[src/rtl/fft_bin_sequencer_pkg.sv]
// Shared types for the FFT bin sequencer.
// Frame-tracking FSM states.
package fft_bin_sequencer_pkg;

  typedef enum logic [1:0] {
    IDLE    = 2'd0,
    CAPTURE = 2'd1,
    SKIP    = 2'd2
  } state_t;

  function automatic int unsigned level_max(
    input int unsigned w
  );
    return (32'd1 << w) - 32'd1;
  endfunction

endpackage

[src/rtl/fft_bin_sequencer_energy.sv]
// Two-stage bin energy pipeline: square, sum, shift, saturate.
// Bin index and last flag ride along with the data.
module bin_energy_sat
  import fft_bin_sequencer_pkg::*;
#(
  parameter int WIDTH = 12,
  parameter int SHIFT = 6,
  parameter int OUT_W = 8,
  parameter int IDX_W = 3
) (
  input  logic                    clk,
  input  logic                    reset_n,
  input  logic                    i_flush,
  input  logic                    i_valid,
  input  logic [IDX_W-1:0]        i_idx,
  input  logic                    i_last,
  input  logic signed [WIDTH-1:0] i_real,
  input  logic signed [WIDTH-1:0] i_imag,
  output logic                    o_valid,
  output logic [IDX_W-1:0]        o_idx,
  output logic                    o_last,
  output logic [OUT_W-1:0]        o_lvl
);

  localparam int SQ_W = 2 * WIDTH;
  localparam logic [SQ_W:0] LVL_MAX =
    (SQ_W+1)'(level_max(OUT_W));

  logic signed [SQ_W-1:0] w_re_ext;
  logic signed [SQ_W-1:0] w_im_ext;
  logic [SQ_W-1:0]        w_re_sq;
  logic [SQ_W-1:0]        w_im_sq;
  logic [SQ_W:0]          w_sum;
  logic [SQ_W:0]          w_e;
  logic [OUT_W-1:0]       w_lvl;

  logic                   r_s1_v;
  logic [IDX_W-1:0]       r_s1_idx;
  logic                   r_s1_last;
  logic [SQ_W-1:0]        r_s1_re;
  logic [SQ_W-1:0]        r_s1_im;

  logic                   r_s2_v;
  logic [IDX_W-1:0]       r_s2_idx;
  logic                   r_s2_last;
  logic [OUT_W-1:0]       r_s2_lvl;

  assign w_re_ext = SQ_W'(i_real);
  assign w_im_ext = SQ_W'(i_imag);
  assign w_re_sq  = $unsigned(w_re_ext * w_re_ext);
  assign w_im_sq  = $unsigned(w_im_ext * w_im_ext);

  assign w_sum = {1'b0, r_s1_re} + {1'b0, r_s1_im};
  assign w_e   = w_sum >> SHIFT;
  assign w_lvl = (w_e > LVL_MAX) ? '1 : w_e[OUT_W-1:0];

  // A flush kills the old frame in stage 1 while stage 1 loads the new bin 0.
  always_ff @(posedge clk or negedge reset_n) begin
    if (!reset_n) begin
      r_s1_v    <= 1'b0;
      r_s1_idx  <= '0;
      r_s1_last <= 1'b0;
      r_s1_re   <= '0;
      r_s1_im   <= '0;
      r_s2_v    <= 1'b0;
      r_s2_idx  <= '0;
      r_s2_last <= 1'b0;
      r_s2_lvl  <= '0;
    end else begin
      r_s1_v <= i_valid;
      if (i_valid) begin
        r_s1_idx  <= i_idx;
        r_s1_last <= i_last;
        r_s1_re   <= w_re_sq;
        r_s1_im   <= w_im_sq;
      end
      r_s2_v <= r_s1_v & ~i_flush;
      if (r_s1_v) begin
        r_s2_idx  <= r_s1_idx;
        r_s2_last <= r_s1_last;
        r_s2_lvl  <= w_lvl;
      end
    end
  end

  assign o_valid = r_s2_v;
  assign o_idx   = r_s2_idx;
  assign o_last  = r_s2_last;
  assign o_lvl   = r_s2_lvl;

endmodule

[src/rtl/fft_bin_sequencer.sv]
// FFT frame controller: captures the first BINS bins per frame,
// peak-holds their energy and publishes one coherent level set per frame.
module fft_bin_sequencer
  import fft_bin_sequencer_pkg::*;
#(
  parameter int WIDTH = 12,
  parameter int BINS  = 8,
  parameter int SHIFT = 6,
  parameter int OUT_W = 8,
  parameter int DECAY = 4
) (
  input  logic                    clk,
  input  logic                    reset_n,
  input  logic                    i_ce,
  input  logic                    i_sync,
  input  logic signed [WIDTH-1:0] i_real,
  input  logic signed [WIDTH-1:0] i_imag,
  output logic [BINS*OUT_W-1:0]   o_levels,
  output logic                    o_frame_valid,
  output logic                    o_frame_err
);

  localparam int IDX_W = $clog2(BINS);
  localparam logic [IDX_W-1:0] LAST_IDX = IDX_W'(BINS - 1);
  localparam logic [OUT_W-1:0] DEC_V = OUT_W'(DECAY);

  state_t           r_state;
  state_t           w_state_n;
  logic [IDX_W-1:0] r_idx;
  logic [IDX_W-1:0] w_idx_n;
  logic             w_cap;
  logic [IDX_W-1:0] w_cap_idx;
  logic             w_cap_last;
  logic             w_abort;

  logic             w_s2_v;
  logic [IDX_W-1:0] w_s2_idx;
  logic             w_s2_last;
  logic [OUT_W-1:0] w_s2_lvl;

  logic [OUT_W-1:0] r_shadow [2][BINS];
  logic             r_wbank;
  logic             r_pub;
  logic [OUT_W-1:0] r_held [BINS];
  logic [OUT_W-1:0] w_held_n [BINS];
  logic [OUT_W-1:0] w_dec [BINS];
  logic [OUT_W-1:0] w_rd [BINS];
  logic             r_fv;
  logic             r_err;

  always_ff @(posedge clk or negedge reset_n) begin
    if (!reset_n) begin
      r_state <= IDLE;
      r_idx   <= '0;
    end else begin
      r_state <= w_state_n;
      r_idx   <= w_idx_n;
    end
  end

  always_comb begin
    w_state_n  = r_state;
    w_idx_n    = r_idx;
    w_cap      = 1'b0;
    w_cap_idx  = '0;
    w_cap_last = 1'b0;
    w_abort    = 1'b0;
    unique case (r_state)
      IDLE, SKIP: begin
        if (i_ce && i_sync) begin
          w_cap     = 1'b1;
          w_state_n = CAPTURE;
          w_idx_n   = IDX_W'(1);
        end
      end
      CAPTURE: begin
        if (i_ce) begin
          w_cap = 1'b1;
          if (i_sync) begin
            w_abort = 1'b1;
            w_idx_n = IDX_W'(1);
          end else begin
            w_cap_idx = r_idx;
            if (r_idx == LAST_IDX) begin
              w_cap_last = 1'b1;
              w_state_n  = SKIP;
              w_idx_n    = '0;
            end else begin
              w_idx_n = r_idx + IDX_W'(1);
            end
          end
        end
      end
      default: w_state_n = IDLE;
    endcase
  end

  bin_energy_sat #(
    .WIDTH (WIDTH),
    .SHIFT (SHIFT),
    .OUT_W (OUT_W),
    .IDX_W (IDX_W)
  ) u_energy (
    .clk     (clk),
    .reset_n (reset_n),
    .i_flush (w_abort),
    .i_valid (w_cap),
    .i_idx   (w_cap_idx),
    .i_last  (w_cap_last),
    .i_real  (i_real),
    .i_imag  (i_imag),
    .o_valid (w_s2_v),
    .o_idx   (w_s2_idx),
    .o_last  (w_s2_last),
    .o_lvl   (w_s2_lvl)
  );

  // The completed bank is ~r_wbank once its last bin has landed.
  always_comb begin
    for (int b = 0; b < BINS; b++) begin
      w_rd[b]  = r_shadow[~r_wbank][b];
      w_dec[b] = (r_held[b] > DEC_V) ? r_held[b] - DEC_V : '0;
      w_held_n[b] = (w_rd[b] > w_dec[b]) ? w_rd[b] : w_dec[b];
    end
  end

  always_ff @(posedge clk or negedge reset_n) begin
    if (!reset_n) begin
      for (int k = 0; k < 2; k++) begin
        for (int b = 0; b < BINS; b++) begin
          r_shadow[k][b] <= '0;
        end
      end
      for (int b = 0; b < BINS; b++) begin
        r_held[b] <= '0;
      end
      r_wbank <= 1'b0;
      r_pub   <= 1'b0;
      r_fv    <= 1'b0;
      r_err   <= 1'b0;
    end else begin
      r_pub <= 1'b0;
      if (w_s2_v) begin
        r_shadow[r_wbank][w_s2_idx] <= w_s2_lvl;
        if (w_s2_last) begin
          r_wbank <= ~r_wbank;
          r_pub   <= 1'b1;
        end
      end
      if (r_pub) begin
        for (int b = 0; b < BINS; b++) begin
          r_held[b] <= w_held_n[b];
        end
      end
      r_fv  <= r_pub;
      r_err <= w_abort;
    end
  end

  for (genvar g = 0; g < BINS; g++) begin : g_out
    assign o_levels[g*OUT_W +: OUT_W] = r_held[g];
  end

  assign o_frame_valid = r_fv;
  assign o_frame_err   = r_err;

endmodule

[config.mk]
export PLATFORM = sky130hd
export DESIGN_NAME = fft_bin_sequencer
export DESIGN_NICKNAME = d
export VERILOG_FILES = /design/src/rtl/fft_bin_sequencer_pkg.sv /design/src/rtl/fft_bin_sequencer_energy.sv /design/src/rtl/fft_bin_sequencer.sv
export SDC_FILE = /design/constraint.sdc
export NUM_CORES = 1
export LEC_CHECK = 0
export CAP_MARGIN = 25
export CORE_MARGIN = 4
export CORE_UTILIZATION = 40
export DETAILED_ROUTE_END_ITERATION = 10
export HOLD_SLACK_MARGIN = 0.15
export PLACE_DENSITY = 0.63
export SLEW_MARGIN = 40
export SYNTH_ARGS = -nofsm -noshare
export SYNTH_HDL_FRONTEND = slang
export SYNTH_SLANG_ARGS = --single-unit
[constraint.sdc]
create_clock -name clk -period 4.9 [get_ports clk]
set_clock_uncertainty 0.1 [all_clocks]
set_input_delay 0.49 -clock clk [delete_from_list [all_inputs] [get_ports clk]]
set_output_delay 0.49 -clock clk [all_outputs]
set_load 0.005 [all_outputs]
==> flow_summary.yaml, run 1 <==
run_status:
  status: "finished, final reports clean"
floorplanning:
  die_w_um: 256
  die_y_um: 256
  die_area_mm2: 0.0655
  coreArea_mm2: 0.0606
  start_util: 0.406
  num_rows: 90
  io_pins: 94
worst_setup_path:
  r2r_end: "o_levels[14]$_DFFE_PN0P_"
  crit_required_ns: 5.22
  crit_path_start: "i_real[11]"
  critPathSlowestCell: "fa_2"
  rr_startpoint: "r_wbank$_DFFE_PN0P_"
  crit_type: "primary input to flop"
  worst_setup_path_start_kind: "primary input"
  crit_chain: "buf_6, buf_12, buf_6, and2_4, fa_2, inv_2, fa_1, inv_2, fa_2, fa_1, inv_2, fa_1, inv_2, ha_4, a21o_1, a21oi_4, o21ai_2, o21bai_1, nand3_1, a31oi_1, xnor2_1, o21ai_1"
  rr_worst_depth: 11
  cp-end-kind: "flop"
  critical_path.max_fanout: 6
  crit_path_end: "u_energy.r_s1_re[23]$_DFFE_PN0P_"
  cpMostUsedCell: "inv_2"
  r2r_setup_slack_ns: 1.36
  cp.arrival_ns: 5.18
  cpPeakStageDelay_ns: 0.61
layout:
  post-route-util: 0.501
  n_antenna_cell: 0
  final_common_cell: "inv_1"
  drive_above_1_share: 0.279
  mostFrequentLayoutCells: "356 x inv_1, 261 x dfrtp_1, 250 x buf_4"
  syn2layout_area_growth_pct: 23.4
  fin_nets: 3290
routing:
  vias: 18112
  routed_wl_mm: 54.7
  wire_per_inst_um: 15.2
  via_per_inst: 5.03
  drc_errors: 0
  first_pass_iters: 5
  drt_iter0_markers: 923
  ant_nets: 0
cts:
  root_buffer: "clkbuf_16"
  cts_buffers: 30
  cts_max_level: 1
  cts.sink_count: 263
  clk_path_buf_depth: 3
  path_clk_slew_ns: 0.06
  cts_tree: "built"
  clk_latency_ns: 0.57
sta:
  fin_crit_ns: 4.85
  hold_violations: 0
  final-max-slew-violation-count: 0
  rsz0062_at_grt: "yes"
  setup_viol: 0
  holdWs_ns: 0.352
  fin_crit_sh: 0.991
  tightest_slew_ns: 0.845
  slew_headroom: 0.437
  fmax_mhz: 206
global_routing:
  grt_pass1_wl_mm: 94.2
  met1_usage: 0.202
  grt_max_degree: 98
  grt_pass1_vias: 19892
  use_met3: 0.0155
  grt-busiest-layer: "met2"
  grt.met2_usage: 0.323
  grtUsageTotal: 0.168
  overflow: 0
  antenna_found_initial: 0
logic_synthesis:
  synth-seq-cells: 263
  async_reset_ff_frac: 1.00
  synth_nets: 2969
  ys_types: 74
  yosysWarnings: 0
  synthCells: 2477
  synth-main-ff-cell: "dfrtp_1"
  synth-edff-count: 0
  synth_area_mm2: 0.0246
  yosysSeqAreaShare: 0.268
  synth_area_per_cell_um2: 9.93
power_and_ir_drop:
  seqPwrFrac: 0.149
  comb_power_share: 0.756
  switching_share: 0.440
  power.density_mw_per_mm2: 792
  power.internal_mw: 13.5
  cellLeakagePower_nw: 14.6
  p_switching_mw: 10.6
  ir_drop_mv: 0.605
  power_frac_clock: 0.095
placement:
  hpwl_mm: 42.4
  gp_congestion: 0.830
  numPortBuffers: 93
worst_hold_path:
  hold_path_class: "primary input to asynchronous set/reset pin"
flow_run:
  maxCapViolCount: 0
cells by family (layout without fill, tap and decap cells):
group,count (synthesis),count (layout),synth area share
compound gates,343,343,0.0895
xor+xnor,76,76,0.0271
fa+ha+maj,464,464,0.312
buf+inv,493,837,0.0754
flops,263,263,0.268
mux,242,242,0.109
simple gates,596,596,0.120
per-layer routing:
layer | vias to the layer above | share of wire
li1 | 8753 | -
met1 | 9050 | 0.41
met2 | 225 | 0.54
met3 | 84 | 0.027
met4 | 0 | 0.021
met5 | - | 0
final cells by class:
cell class,instances,area (um2)
tap,782,978
clock buffer,43,881
inverter,411,1580
multi-input combinational,1721,17000
clock inverter,12,128
timing repair buffer,371,3170
fill,5439,30200
sequential,263,6590
cells in the mapped netlist, types with 53 or more instances:
cell type	number	area [um2]
a21oi_1	89	445
nand2_1	201	754
clkbuf_1	75	282
inv_1	408	1530
nor2_1	112	420
xnor2_1	53	464
and2_1	76	475
dfrtp_1	263	6580
o21ai_0	65	325
ha_1	216	2700
fa_1	248	4960
mux2_2	202	2270
through the flow:
stage	setup TNS [ns]	worst slack, ns	cell area, um2	power (mW)	cells
2_1_floorplan	-1.42	-0.249	25300	15.6	2477
3_3_place_gp	-21.90	-1.02	28500	20.2	3499
3_5_place_dp	-23.89	-1.16	28500	20.8	3501
4_1_cts	-0.00904	-0.00904	30000	23.5	3590
5_1_grt	-1.22	-0.193	30300	26.6	3603
6_report	0	0.0452	30300	24.0	3603
state kept, by name, summed over array words and instances, names as in the netlist:
register            cells
r_shadow              128
o_levels               64
u_energy.r_s1_im       22
u_energy.r_s1_re       22
u_energy.o_lvl          8
r_idx                   3
u_energy.o_idx          3
u_energy.r_s1_idx       3
r_state                 2
o_frame_err             1
o_frame_valid           1
r_pub                   1
r_wbank                 1
u_energy.o_last         1
u_energy.o_valid        1
u_energy.r_s1_last      1
u_energy.r_s1_v         1
worst min-delay path by stage:
stage | from | end
floorplan | reset_n | o_frame_err$_DFF_PN0_
global placement | u_energy.r_s1_re[19]$_DFFE_PN0P_ | u_energy.r_s1_re[19]$_DFFE_PN0P_
detailed placement | reset_n | o_levels[21]$_DFFE_PN0P_
CTS | reset_n | o_levels[55]$_DFFE_PN0P_
global route | i_real[1] | u_energy.r_s1_re[2]$_DFFE_PN0P_
finish | reset_n | o_levels[21]$_DFFE_PN0P_
power groups by stage:
stage | logic (mW) | clock network (mW) | registers (mW)
global route | 20.5 | 2.43 | 3.68
detailed placement | 17.2 | 0 | 3.62
finish | 18.2 | 2.27 | 3.58
floorplan | 12.2 | 0 | 3.37
CTS | 17.6 | 2.33 | 3.58
global placement | 16.7 | 0 | 3.57
worst max-delay path: cells and delay by family:
kind | cells | cell delay, ns
AO/OA/AOI/OAI | 6 | 0.92
AND/OR/NAND/NOR | 2 | 0.25
XOR/XNOR | 1 | 0.15
adder cells (fa/ha/maj) | 6 | 2.83
buffers and inverters | 7 | 0.53
timing repair:
action	in CTS	in global routing
gates resized for setup	173	112
hold endpoints to repair	55	0
setup buffers	29	15
pin swaps	76	108
cloned	4	0
hold buffers	1	0
endpoints found under the setup margin	23	18
(Power assumes the default switching activity.)
==> inputs of run 2 (changes only) <==
- CORE_MARGIN: 4 -> 3
==> flow_summary.yaml, run 2 (synthesis results as in run 1) <==
worst_setup_path:
  rr_startpoint: "r_wbank$_DFFE_PN0P_"
  cpPeakStageDelay_ns: 0.56
  cp.buffers_inverters: 7
  critPathSlowestCell: "fa_2"
  r2r_end: "o_levels[41]$_DFFE_PN0P_"
  worst_setup_path_start_kind: "primary input"
  path_depth: 22
  crit_family: "adder cells"
  crit_chain: "buf_8, buf_6, and2_4, fa_2, inv_2, fa_1, inv_2, fa_1, fa_1, inv_2, fa_1, inv_2, ha_4, nand4_1, buf_4, o31ai_4, nor4bb_4, o31ai_2, a21oi_1, o21bai_1, xnor2_1, o21ai_1"
  cp.arrival_ns: 5.24
  rr_worst_depth: 8
  critical_path.max_fanout: 5
  crit_required_ns: 5.22
  crit_type: "primary input to flop"
  cp-end-kind: "flop"
  r2r_setup_slack_ns: 1.27
sta:
  fin_crit_sh: 1.00
  hold_violations: 0
  fmax_mhz: 203
  setup_viol: 1
  tightest_slew_ns: 0.838
  fin_crit_ns: 4.92
  slew_headroom: 0.441
  final-max-slew-violation-count: 0
  rsz0062_at_grt: "yes"
  layout_setup_ws_ns: -0.0182
power_and_ir_drop:
  p_total_mw: 24.0
  switching_share: 0.437
  power_frac_clock: 0.095
  power.internal_mw: 13.5
  ir_drop_mv: 0.677
  comb_power_share: 0.756
  seqPwrFrac: 0.149
  cellLeakagePower_nw: 14.6
  p_switching_mw: 10.5
  power.density_mw_per_mm2: 795
routing:
  ant_nets: 0
  wire_per_inst_um: 15.3
  routed_wl_mm: 54.7
  via_per_inst: 5.04
  vias: 18053
  first_pass_iters: 5
  drc_errors: 0
  drt_iter0_markers: 679
layout:
  n_antenna_cell: 0
  post-route-util: 0.499
  fill_cells: 5490
  seq_area_mm2: 0.00658
  multiInputGateArea_mm2: 0.0170
  top_register: "r_shadow"
  drive_above_1_share: 0.271
  syn2layout_area_growth_pct: 23.1
  mostFrequentLayoutCells: "365 x inv_1, 261 x dfrtp_1, 238 x buf_4"
  fin_area_mm2: 0.0303
  final_common_cell: "inv_1"
  fin_nets: 3275
  largest_reg_flops: 128
placement:
  gp_congestion: 0.852
  dpl_cell_area_mm2: 0.0285
  numPortBuffers: 93
  hpwl_mm: 42.7
cts:
  cts.sink_count: 263
  cts_buffers: 30
  cts_tree: "built"
  clk_path_buf_depth: 3
  root_buffer: "clkbuf_16"
  cts_max_level: 1
  clk_latency_ns: 0.56
  path_clk_slew_ns: 0.06
floorplanning:
  die_area_mm2: 0.0645
  io_pins: 94
  die_w_um: 254
  start_util: 0.406
  num_rows: 90
  die_y_um: 254
  coreArea_mm2: 0.0606
global_routing:
  overflow: 0
  grt_pass1_vias: 19604
  antenna_found_initial: 1
  grt_pass1_wl_mm: 93.4
  grtUsageTotal: 0.174
  grt_max_degree: 100
worst_hold_path:
  hold_path_class: "primary input to asynchronous set/reset pin"
flow_run:
  maxCapViolCount: 0
run_status:
  status: "finished with violations"
  violations: "negative setup slack"
-- run 2: cell types whose count changed in the layout (fill, tap and decap cells not counted), sizes merged --
cell and change:
clkinv -2, buf -17, inv -3, clkbuf +2, bufinv +1
-- run 2: metal layers --
metal  track usage  part of all wire  vias up
met2         0.334              0.54      218
met5             0           0.00024        -
met4        0.0410             0.022        2
met1         0.209              0.41     9019
met3        0.0159             0.026       89
li1              -                 -     8725
-- run 2: metrics by stage --
stage	hold WS (ns)	instances	TNS [ns]	setup WS [ns]
after floorplan	0.0944	2477	-1.42	-0.249
after global placement	0.376	3491	-21.38	-1.10
after detailed placement	0.368	3493	-23.21	-1.15
after CTS	0.366	3579	-0.0948	-0.0560
after global routing	0.394	3584	-1.01	-0.239
final	0.363	3584	-0.0182	-0.0182
-- run 2: how the worst max path moves through the flow --
stage / startpoint / endpoint
finish: i_imag[1] / u_energy.r_s1_im[22]$_DFFE_PN0P_
floorplan: i_real[10] / u_energy.r_s1_re[17]$_DFFE_PN0P_
CTS: i_imag[5] / u_energy.r_s1_im[22]$_DFFE_PN0P_
detailed placement: i_real[1] / u_energy.r_s1_re[23]$_DFFE_PN0P_
global route: i_imag[1] / u_energy.r_s1_im[22]$_DFFE_PN0P_
global placement: i_real[3] / u_energy.r_s1_re[23]$_DFFE_PN0P_
-- run 2: repair_timing --
action | in CTS | in global routing
gates resized for setup | 189 | 78
hold endpoints to repair | 52 | 0
pin swaps | 80 | 96
hold buffers | 1 | 0
endpoints found under the setup margin | 21 | 19
cloned | 1 | 0
buffers inserted | 33 | 9
-- run 2: power groups by stage --
stage	clock network [mW]	registers (mW)	logic, mW
final	2.28	3.58	18.2
after global routing	2.42	3.68	20.4
after CTS	2.34	3.58	17.7
after detailed placement	0	3.61	17.1
after global placement	0	3.57	16.6
after floorplan	0	3.37	12.2
-- run 2: cell type report --
class                           count  share of cell area
Tap cell                          782              0.0323
Clock inverter                      8             0.00393
Multi-Input combinational cell   1721               0.563
Timing Repair Buffer              356               0.101
Sequential cell                   263               0.218
Inverter                          411              0.0522
Clock buffer                       43              0.0291
